===== src/rtl/lap_timer_pkg.sv =====
// Shared types and default parameters for the lap timer.
// Holds the FSM state encoding used by the top and exposed on the debug port.
package lap_timer_pkg;

  localparam int DEF_CLK_PER_TICK = 100000;
  localparam int DEF_CNT_W        = 10;
  localparam int DEF_LAPS         = 4;

  typedef enum logic [1:0] {
    ST_IDLE = 2'd0,
    ST_ARM  = 2'd1,
    ST_RUN  = 2'd2,
    ST_DONE = 2'd3
  } state_t;

endpackage


===== src/rtl/lap_timer_if.sv =====
// Control and status bundle of the lap timer.
// start/abort/btn are level inputs with no handshake; ready is high only while the timer sits in IDLE.
interface lap_timer_if
  import lap_timer_pkg::*;
#(
  parameter int CNT_W = DEF_CNT_W,
  parameter int LAPS  = DEF_LAPS
);
  localparam int SEL_W = (LAPS > 1) ? $clog2(LAPS) : 1;
  localparam int LC_W  = $clog2(LAPS + 1);

  logic             start;
  logic             abort;
  logic             btn;
  logic [SEL_W-1:0] lap_sel;
  logic             ready;
  logic             done;
  logic             timeout;
  logic [CNT_W-1:0] elapsed;
  logic [LC_W-1:0]  lap_count;
  logic [CNT_W-1:0] lap_ms;

  modport master (
    output start, abort, btn, lap_sel,
    input  ready, done, timeout, elapsed, lap_count, lap_ms
  );

  modport slave (
    input  start, abort, btn, lap_sel,
    output ready, done, timeout, elapsed, lap_count, lap_ms
  );
endinterface


===== src/rtl/lap_timer_tick_gen.sv =====
// Prescaler producing a one-cycle tick every CLK_PER_TICK enabled clocks.
// tick is combinational so the caller sees it in the same cycle the counter wraps.
module tick_gen
  import lap_timer_pkg::*;
#(
  parameter int CLK_PER_TICK = DEF_CLK_PER_TICK
) (
  input  logic clk,
  input  logic rst,
  input  logic clr,
  input  logic en,
  output logic tick
);
  localparam int W = $clog2(CLK_PER_TICK);

  logic [W-1:0] cnt;

  assign tick = en && (cnt == W'(CLK_PER_TICK - 1));

  always_ff @(posedge clk) begin
    if (rst || clr) begin
      cnt <= '0;
    end else if (en) begin
      cnt <= tick ? '0 : cnt + 1'b1;
    end
  end
endmodule


===== src/rtl/lap_timer.sv =====
// Millisecond lap timer: armed by start, run and laps driven by a synchronised pushbutton.
// Saturates at the top of the elapsed count and flags timeout instead of wrapping.
module lap_timer
  import lap_timer_pkg::*;
#(
  parameter int CLK_PER_TICK = DEF_CLK_PER_TICK,
  parameter int CNT_W        = DEF_CNT_W,
  parameter int LAPS         = DEF_LAPS
) (
  input  logic        clk,
  input  logic        rst,
  lap_timer_if.slave  bus,
  output state_t      state_dbg
);
  localparam int LC_W = $clog2(LAPS + 1);

  state_t           state;
  logic             sync1, sync2, sync3;
  logic             btn_edge;
  logic             tick;
  logic             ready, done, timeout;
  logic [CNT_W-1:0] elapsed;
  logic [LC_W-1:0]  lap_count;
  logic [CNT_W-1:0] lap_q [LAPS];
  logic             last_lap;
  logic             sat;

  always_ff @(posedge clk) begin
    if (rst) begin
      sync1 <= 1'b0;
      sync2 <= 1'b0;
      sync3 <= 1'b0;
    end else begin
      sync1 <= bus.btn;
      sync2 <= sync1;
      sync3 <= sync2;
    end
  end

  assign btn_edge = sync2 & ~sync3;
  assign last_lap = (lap_count == LC_W'(LAPS - 1));
  assign sat      = (elapsed == '1);

  tick_gen #(.CLK_PER_TICK(CLK_PER_TICK)) u_tick (
    .clk  (clk),
    .rst  (rst),
    .clr  ((state == ST_ARM) && btn_edge),
    .en   (state == ST_RUN),
    .tick (tick)
  );

  always_ff @(posedge clk) begin
    if (rst) begin
      state     <= ST_IDLE;
      ready     <= 1'b1;
      done      <= 1'b0;
      timeout   <= 1'b0;
      elapsed   <= '0;
      lap_count <= '0;
      for (int i = 0; i < LAPS; i++) lap_q[i] <= '0;
    end else begin
      done <= 1'b0;
      case (state)
        ST_IDLE: begin
          if (bus.start) begin
            state     <= ST_ARM;
            ready     <= 1'b0;
            timeout   <= 1'b0;
            lap_count <= '0;
            elapsed   <= '0;
          end
        end
        ST_ARM: begin
          if (bus.abort) begin
            state <= ST_IDLE;
            ready <= 1'b1;
          end else if (btn_edge) begin
            state   <= ST_RUN;
            elapsed <= '0;
          end
        end
        ST_RUN: begin
          if (bus.abort) begin
            state <= ST_IDLE;
            ready <= 1'b1;
          end else begin
            // Capture uses the pre-increment elapsed even when a tick lands in the same cycle.
            if (btn_edge) begin
              lap_q[lap_count] <= elapsed;
              lap_count        <= lap_count + 1'b1;
            end
            if (btn_edge && last_lap) begin
              state <= ST_DONE;
              done  <= 1'b1;
              if (tick && sat) timeout <= 1'b1;
            end else if (tick) begin
              if (sat) begin
                timeout <= 1'b1;
                state   <= ST_DONE;
                done    <= 1'b1;
              end else begin
                elapsed <= elapsed + 1'b1;
              end
            end
          end
        end
        ST_DONE: begin
          state <= ST_IDLE;
          ready <= 1'b1;
        end
        default: begin
          state <= ST_IDLE;
          ready <= 1'b1;
        end
      endcase
    end
  end

  always_comb begin
    bus.lap_ms = '0;
    if (32'(bus.lap_sel) < 32'(lap_count)) bus.lap_ms = lap_q[bus.lap_sel];
  end

  assign bus.ready     = ready;
  assign bus.done      = done;
  assign bus.timeout   = timeout;
  assign bus.elapsed   = elapsed;
  assign bus.lap_count = lap_count;
  assign state_dbg     = state;
endmodule


===== src/flat_wrapper.sv =====
// flat-port wrapper written by rule: the top's interface ports become plain ports
module lap_timer_flat import lap_timer_pkg::*;
#(
  parameter int CLK_PER_TICK = DEF_CLK_PER_TICK,
  parameter int CNT_W        = DEF_CNT_W,
  parameter int LAPS         = DEF_LAPS
)
  (clk, rst, state_dbg, bus_start, bus_abort, bus_btn, bus_lap_sel, bus_ready, bus_done, bus_timeout, bus_elapsed, bus_lap_count, bus_lap_ms);
  lap_timer_if #(.CNT_W(CNT_W), .LAPS(LAPS)) bus_i ();
  input  logic clk;
  input  logic rst;
  output state_t state_dbg;
  input wire logic [$bits(bus_i.start)-1:0] bus_start;
  input wire logic [$bits(bus_i.abort)-1:0] bus_abort;
  input wire logic [$bits(bus_i.btn)-1:0] bus_btn;
  input wire logic [$bits(bus_i.lap_sel)-1:0] bus_lap_sel;
  output wire logic [$bits(bus_i.ready)-1:0] bus_ready;
  output wire logic [$bits(bus_i.done)-1:0] bus_done;
  output wire logic [$bits(bus_i.timeout)-1:0] bus_timeout;
  output wire logic [$bits(bus_i.elapsed)-1:0] bus_elapsed;
  output wire logic [$bits(bus_i.lap_count)-1:0] bus_lap_count;
  output wire logic [$bits(bus_i.lap_ms)-1:0] bus_lap_ms;
  assign bus_i.start = bus_start;
  assign bus_i.abort = bus_abort;
  assign bus_i.btn = bus_btn;
  assign bus_i.lap_sel = bus_lap_sel;
  assign bus_ready = bus_i.ready;
  assign bus_done = bus_i.done;
  assign bus_timeout = bus_i.timeout;
  assign bus_elapsed = bus_i.elapsed;
  assign bus_lap_count = bus_i.lap_count;
  assign bus_lap_ms = bus_i.lap_ms;
  lap_timer #(.CLK_PER_TICK(CLK_PER_TICK), .CNT_W(CNT_W), .LAPS(LAPS)) u_core (.clk(clk), .rst(rst), .bus(bus_i), .state_dbg(state_dbg));
endmodule

===== config.mk =====
export PLATFORM = sky130hd
export DESIGN_NAME = lap_timer_flat
export DESIGN_NICKNAME = d
export VERILOG_FILES = /design/src/rtl/lap_timer_pkg.sv /design/src/rtl/lap_timer_if.sv /design/src/rtl/lap_timer_tick_gen.sv /design/src/rtl/lap_timer.sv /design/src/flat_wrapper.sv
export SDC_FILE = /design/constraint.sdc
export NUM_CORES = 1
export LEC_CHECK = 0
export CAP_MARGIN = 5
export CORE_AREA = 2 2 88 90
export DETAILED_ROUTE_END_ITERATION = 10
export DIE_AREA = 0 0 90 92
export DONT_BUFFER_PORTS = 1
export GPL_ROUTABILITY_DRIVEN = 0
export GPL_TIMING_DRIVEN = 1
export PLACE_DENSITY_LB_ADDON = 0.3
export SLEW_MARGIN = 10
export SYNTH_ARGS = -nofsm -noshare
export SYNTH_HDL_FRONTEND = slang
export SYNTH_SLANG_ARGS = --single-unit

===== constraint.sdc =====
create_clock -name clk -period 3.4 [get_ports clk]
set_input_delay 0.68 -clock clk [delete_from_list [all_inputs] [get_ports clk]]
set_output_delay 0.68 -clock clk [all_outputs]
set_load 0.005 [all_outputs]

==> summary.txt, run 1 <==
STA
  – Slew Viols, Final: 0
  – Fin. Hold Viols: 0
  – TNS Setup: 0 ns
  – Slew margin rel.: about 60%
  – Slew @ Worst Pin: slightly below 0.6 ns
  – RSZ-0062 raised after global routing: no
  – Final setup viols: 0
  – Period utilization: 75.04%
  – Fmax: between 0.3 and 0.4 GHz
  – Clock skew: 0.01116 ns
  – Final min period: 2.551 ns

Pwr
  – Leak pwr: 1.430 nW
  – Comb pwr share: 7.8%
  – Clock power share: 37.5%
  – Share of power burned in registers: ~55%
  – Switching Fraction: between 20% and 30%
  – PwrDens: 445.6 nW/um2
  – Max IR drop VDD: 0.0002320 V
  – Switch Pwr: 0.0004613 W
  – Pint: 0.001412 W

Clock network
  – Num CTS Buffers: 9
  – Clock buffer depth: 2
  – Root Driver: clkbuf_8
  – Hold buffers post-CTS: 0
  – Clock sinks: 78
  – # Post-CTS Setup Buffers: 0
  – Cts repair resizes: 0
  – Clock slew at reported path FFs: 0.08 ns
  – Clk_lat worst skew: roughly 0.36 ns
  – H-tree depth: 3
  – CTS tree: done

Layout
  – Area occupied by multi-input gates: 1842 um2
  – Nets: around 380
  – Seq. cell area: 1962 um2
  – Antenna Cells: 0
  – Finished Layout Cells: 468
  – Share of cells above drive strength 1: 11.75%
  – Total of fill cells in the finished design: 667
  – Final Core Density: 56.45%
  – Layout Area Growth over Synthesis: 7.865%

Synth
  – Post-Synthesis Cells: 364
  – Sequential area share after synthesis: 50.34%
  – Main flop type after synthesis: edfxtp_1
  – Post-synthesis register bit count: between 70 and 80
  – Mapped Nets: 380
  – Async SR Flop Fraction: 0%
  – Synth cell types: 53
  – Ys Warns: 0
  – Avg Cell Area, Syn: 10.71 um2
  – Post-synth EDFFs: 40
  – Netlist Area Pre-Place: 3897 um2

Drt
  – Avg WL per Cell: between 15 and 20 um
  – Via count: ~2700
  – DRT Pass-1 Iters: 5
  – Drt drc: 0
  – Vias/cell: 5.726
  – ANT nets after route: 0
  – DRT iter0 DRCs: 220
  – Detailed Route WL: 8.258 mm

GRT
  – Global-route usage over all layers: 21.22%
  – Met1 Use GR: 26.23%
  – Met3 Use GR: 5.012%
  – Vias in the first global route: 2650
  – Pin count of the biggest net entering global routing: 23
  – Grt total ovfl: 0
  – Initial antenna violation count: 0
  – Busiest grt layer: met2
  – First-pass GRT wire length: between 10 and 15 mm
  – Met2 Usage GRT: 36.40%

Setup path
  – Crit path max fanout: 10
  – Reg2reg end: u_core.bus.elapsed[8]$_SDFFE_PP0P_
  – Slowest cell on crit path: dfxtp_1
  – WP data arrival: 1.87 ns
  – Crit. Startpoint: u_core.bus.lap_count[1]$_SDFFE_PP0P_
  – Crit path to: bus_lap_ms[9]
  – Critical path depth: 6
  – CP Cell Sequence: inv_1 -> ha_1 -> o21ai_0 -> a21oi_1 -> buf_4 -> nor2b_1
  – R2r worst-path depth: 7
  – Worst setup SP type: register
  – Critical path type: register to primary output
  – Worst path max stage delay: 0.48 ns
  – Delay-heaviest family, CP: flip-flops
  – CP Capture Type: primary output
  – Sum of buffers and inverters on the critical path: 2
  – FF-to-FF Start: u_core.state_dbg[0]$_SDFFE_PP0P_
  – Flop-to-flop setup slack: roughly 0.89 ns
  – Worst Path Required: about 2.7 ns

Hold path
  – Min-delay worst type: input port to register
  – Hold Crit Start: rst

Floorplan
  – Initial core utilization: between 50% and 60%
  – Core Area: roughly 7400 um2
  – Die width: 90 um
  – Die ar.: 8280 um2
  – Height of the chip: around 92 um
  – Num rows: 32
  – IO Pins: 35

Placed design
  – Placed cell count: roughly 450
  – DPL Wire Length: 5.697 mm
  – IO Port Bufs: 0

Run status
  – Status: complete, no violations

Job
  – Max Cap Viol: 0
worst register-to-register path, cell delays in order (launching register included):
cell	delay, ns
dfxtp_1	0.43
inv_1	0.12
ha_1	0.29
nor2b_1	0.19
o21ai_1	0.45
o21a_1	0.43
nor2_1	0.14
nor4_1	0.35
area by class of cell:
type / count / area share (%)
timing repair buffer: 5 / 0.8929
clock inverter: 6 / 1.667
tap: 102 / 3.036
inverter: 10 / 0.8929
clock buffer: 10 / 3.036
sequential: 78 / 46.67
multi-input combinational: 257 / 43.81
per-stage QoR:
step                area [um2]  hold slack, ns  total power [W]  worst slack, ns
floorplan                 3897          0.4138         0.001163           0.8450
global placement          4006          0.4182         0.001184            1.082
detailed placement        4006          0.4266         0.001190            1.020
CTS                       4204          0.3694         0.001887           0.8336
global route              4204          0.3614         0.001948           0.7382
finish                    4204          0.3870         0.001873           0.8488
worst min-delay path by stage:
stage	to	cells after the start
after global placement	u_core.sync2$_SDFF_PP0_	1
after detailed placement	u_core.sync2$_SDFF_PP0_	1
after global routing	u_core.bus.elapsed[0]$_SDFFE_PP0P_	1
final	u_core.bus.elapsed[0]$_SDFFE_PP0P_	1
after CTS	u_core.bus.elapsed[0]$_SDFFE_PP0P_	1
after floorplan	u_core.sync2$_SDFF_PP0_	1
sequential cells by signal, summed over array words and instances, names as in the netlist:
register and cells:
u_core.bus.done 1, u_core.bus.elapsed 10, u_core.bus.lap_count 3, u_core.bus.ready 1
u_core.bus.timeout 1, u_core.lap_q 40, u_core.state_dbg 2, u_core.sync1 1
u_core.sync2 1, u_core.sync3 1, u_core.u_tick.cnt 17
placed cells by master, fill, tap and decap left out, types with 2 or more instances in the layout:
cell type   netlist  layout
a21oi_1           7       7
o211ai_1          2       2
or3_1             3       3
edfxtp_1         40      40
inv_6             0       2
xnor2_1           6       6
o2111ai_1         2       2
mux2i_1           2       2
dfxtp_1          38      38
nand3_1           7       7
nand4_1           7       7
o21ai_1           2       2
and4_1            4       4
nor2_1           31      31
nand2_1          17      17
inv_1            10      10
o21ai_0           9       9
or4_4             2       2
o41ai_2           0       2
nand2b_1          7       7
and3_1            8       8
nand4b_1          4       4
a221o_1           3       3
nor2b_1          20      20
or2_2             2       2
a31oi_1           4       4
ha_1              9       9
clkinvlp_4        0       3
xor2_1            8       8
a211oi_1          3       3
and2_1           40      40
nor4_1            7       7
clkbuf_8          0       9
a22oi_1           4       4
mux4_2           10      10
buf_4             0       5
nor3_1            7       7
logic make-up after synthesis:
family          share of synthesized area (%)
simple gates                            25.33
flops                                   50.34
compound gates                          8.925
buf+inv                                 2.793
xor+xnor                                3.146
mux                                     6.581
fa+ha+maj                               2.889
layer usage:
layer  part of all wire, %  vias to the layer above  wire (um)
met5                     0                        -          0
met1                    44                     1268       3594
met3                   5.1                       10        418
met2                    50                       81       4126
met4                   1.4                        0        119
li1                      -                     1321          -
power groups by stage:
stage          sequential [W]  combinational (W)  clock, W
2_1_floorplan         0.00104           0.000121         0
3_3_place_gp          0.00105           0.000139         0
3_5_place_dp          0.00105           0.000144         0
4_1_cts               0.00102           0.000145  0.000717
5_1_grt               0.00103           0.000159  0.000761
6_report              0.00102           0.000146  0.000703
cell usage after synthesis, types with 2 or more instances:
master | n | area [um2]
and2_1 | 40 | 250.2
edfxtp_1 | 40 | 1201
dfxtp_1 | 38 | 760.7
nor2_1 | 31 | 116.4
nor2b_1 | 20 | 125.1
clkbuf_1 | 17 | 63.81
nand2_1 | 17 | 63.81
inv_1 | 10 | 37.54
mux4_2 | 10 | 225.2
ha_1 | 9 | 112.6
o21ai_0 | 9 | 45.04
and3_1 | 8 | 50.05
xor2_1 | 8 | 70.07
a21oi_1 | 7 | 35.03
nand2b_1 | 7 | 43.79
nand3_1 | 7 | 35.03
nand4_1 | 7 | 43.79
nor3_1 | 7 | 35.03
nor4_1 | 7 | 43.79
xnor2_1 | 6 | 52.55
a22oi_1 | 4 | 30.03
a31oi_1 | 4 | 25.02
and4_1 | 4 | 35.03
nand4b_1 | 4 | 35.03
a211oi_1 | 3 | 22.52
a221o_1 | 3 | 30.03
or3_1 | 3 | 18.77
buf_1 | 2 | 7.510
mux2i_1 | 2 | 20.02
o2111ai_1 | 2 | 17.52
o211ai_1 | 2 | 15.01
o21ai_1 | 2 | 10.01
o41ai_1 | 2 | 17.52
or2_2 | 2 | 12.51
or4_4 | 2 | 22.52
Power figures use the tool's default switching activity.
==> run 2: changes to the inputs <==
- clock period: 3.4 -> 2.4 ns (I/O delays scaled with it)
==> summary.txt, run 2 (synthesized netlist as in run 1, its figures left out) <==
Run status
  – Status: complete, no violations

Clock network
  – Clk_lat worst skew: ~0.35 ns
  – Cts repair resizes: 0
  – H-tree depth: 3
  – Hold buffers post-CTS: 0
  – Root Driver: clkbuf_8
  – # Post-CTS Setup Buffers: 0
  – Clock buffer depth: 2
  – Clock sinks: 78
  – Num CTS Buffers: 9
  – Clock slew at reported path FFs: 0.08 ns
  – CTS tree: done

Layout
  – Nets: 394
  – Total of fill cells in the finished design: between 600 and 700
  – Most frequent cells in the layout: 40 x and2_1, 40 x edfxtp_1, 38 x dfxtp_1
  – Final Core Density: 58.06%
  – Design Area, Final: ~4300 um2
  – Layout Area Growth over Synthesis: 10.95%
  – Max reg flops: 40
  – Largest regs: u_core.lap_q: 40 flops, u_core.u_tick.cnt: 17 flops, u_core.bus.elapsed: 10 flops
  – Antenna Cells: 0
  – Share of cells above drive strength 1: 15.40%
  – Top reg by flops: u_core.lap_q

STA
  – Final setup viols: 0
  – Final min period: 2.338 ns
  – Slew @ Worst Pin: 0.5725 ns
  – Slew Viols, Final: 0
  – Period utilization: between 90% and 100%
  – Clock skew: 0.008291 ns
  – Fin. Hold Viols: 0
  – Fmax: 0.4276 GHz
  – RSZ-0062 raised after global routing: no
  – Slew margin rel.: between 60% and 70%

Pwr
  – Comb pwr share: under 10%
  – Leak pwr: 1.517 nW
  – Switch Pwr: about 0.00063 W
  – Pint: 0.002006 W
  – Switching Fraction: 23.78%
  – Clock power share: 36.3%
  – PwrDens: 608.8 nW/um2
  – PnR Total Power: 0.002632 W
  – Share of power burned in registers: approximately 55%
  – Max IR drop VDD: between 0.0003 and 0.0004 V

Floorplan
  – Die ar.: between 8000 and 9000 um2
  – Die width: 90 um
  – Height of the chip: 92 um
  – IO Pins: 35
  – Core Area: between 7000 and 8000 um2
  – Num rows: 32
  – Initial core utilization: between 50% and 60%

Drt
  – Detailed Route WL: 7.836 mm
  – DRT iter0 DRCs: 218
  – Via count: 2708
  – Vias/cell: 5.584
  – Drt drc: 0
  – ANT nets after route: 0
  – DRT Pass-1 Iters: 4
  – Avg WL per Cell: 16.16 um

Placed design
  – Post-DP Area: between 4000 and 5000 um2
  – DPL Wire Length: 5.499 mm
  – IO Port Bufs: 0

Setup path
  – WP data arrival: between 2 and 3 ns
  – Worst Path Required: about 2.7 ns
  – Worst setup SP type: register
  – Critical path depth: 5
  – R2r worst-path depth: 5
  – Delay-heaviest family, CP: simple AND/OR/NAND/NOR gates
  – Crit path max fanout: 4
  – CP Cell Sequence: or4_4 -> or3_4 -> or4_4 -> and3_4 -> a211o_1
  – CP Capture Type: register
  – Crit path to: u_core.bus.elapsed[4]$_SDFFE_PP0P_
  – Reg2reg end: u_core.bus.elapsed[4]$_SDFFE_PP0P_
  – Sum of buffers and inverters on the critical path: 0
  – Crit. Startpoint: u_core.u_tick.cnt[6]$_SDFFE_PP0P_
  – FF-to-FF Start: u_core.u_tick.cnt[6]$_SDFFE_PP0P_
  – Most frequent CP cell: or4_4
  – Slowest cell on crit path: or4_4
  – Flop-to-flop setup slack: 0.06 ns
  – Critical path type: register to register
  – Worst path max stage delay: 0.53 ns

Job
  – Max Cap Viol: 0

GRT
  – Grt total ovfl: 0
  – Vias in the first global route: about 2600
  – Initial antenna violation count: 0
  – Pin count of the biggest net entering global routing: 23
  – First-pass GRT wire length: 13.07 mm
  – Global-route usage over all layers: 20.11%

Hold path
  – Min-delay worst type: input port to register
==> run 2: cell count changes in the layout (fill, tap and decap cells not counted), sizes merged <==
| cell | delta |
|---|---|
| clkinv | +3 |
| clkinvlp | -1 |
| buf | +17 |
| inv | -2 |
==> run 2: worst reg2reg max path, stage by stage (launching register included) <==
cell and delay, ns:
dfxtp_1 0.34, or4_4 0.53, or3_4 0.40, or4_4 0.52, and3_4 0.19, a211o_1 0.25
==> run 2: power by group through the flow <==
stage	combinational (W)	clock (W)	sequential (W)
global placement	0.000223	0	0.00148
CTS	0.000227	0.000977	0.00145
detailed placement	0.000225	0	0.00148
finish	0.000226	0.000956	0.00145
floorplan	0.000171	0	0.00148
global route	0.000252	0.00102	0.00146
==> run 2: how the worst min path moves through the flow <==
stage	endpoint	depth (start not counted)	slack, ns	startpoint
3_5_place_dp	u_core.sync2$_SDFF_PP0_	1	0.42	u_core.sync1$_SDFF_PP0_
4_1_cts	u_core.sync2$_SDFF_PP0_	1	0.18	rst
5_1_grt	u_core.bus.lap_count[0]$_SDFFE_PP0P_	1	0.18	rst
2_1_floorplan	u_core.sync2$_SDFF_PP0_	1	0.41	u_core.sync1$_SDFF_PP0_
6_report	u_core.bus.lap_count[2]$_SDFFE_PP0P_	1	0.19	rst
3_3_place_gp	u_core.sync2$_SDFF_PP0_	1	0.42	u_core.sync1$_SDFF_PP0_
==> run 2: through the flow <==
| stage | hold WS, ns | TNS (ns) | instances | setup WS (ns) |
|---|---|---|---|---|
| 2_1_floorplan | 0.4138 | -1.934 | 364 | -0.09668 |
| 3_3_place_gp | 0.4185 | 0 | 469 | 0.1139 |
| 3_5_place_dp | 0.4247 | 0 | 469 | 0.08023 |
| 4_1_cts | 0.1752 | 0 | 485 | 0.06835 |
| 5_1_grt | 0.1774 | 0 | 485 | 0.004843 |
| 6_report | 0.1862 | 0 | 485 | 0.06155 |
==> run 2: area by class of cell <==
cell class / count / area [um2] / area share, %
flip-flops and latches: 78 / 1962 / 45.37
clock inverters: 6 / 62.56 / 1.447
repair buffers: 22 / 165.2 / 3.819
multi-input cells: 257 / 1842 / 42.59
well taps: 102 / 127.6 / 2.951
inverters: 10 / 37.54 / 0.8681
clock buffers: 10 / 127.6 / 2.951
==> run 2: metal layers <==
metal  track usage, %  up-vias  wire length [um]  part of all wire, %
met5                0        -                 0                    0
met4            9.231        0               177                  2.3
met3            4.437       13               368                  4.7
met2            33.71       58              3855                   49
met1            24.95     1279              3435                   44
li1                 -     1358                 -                    -
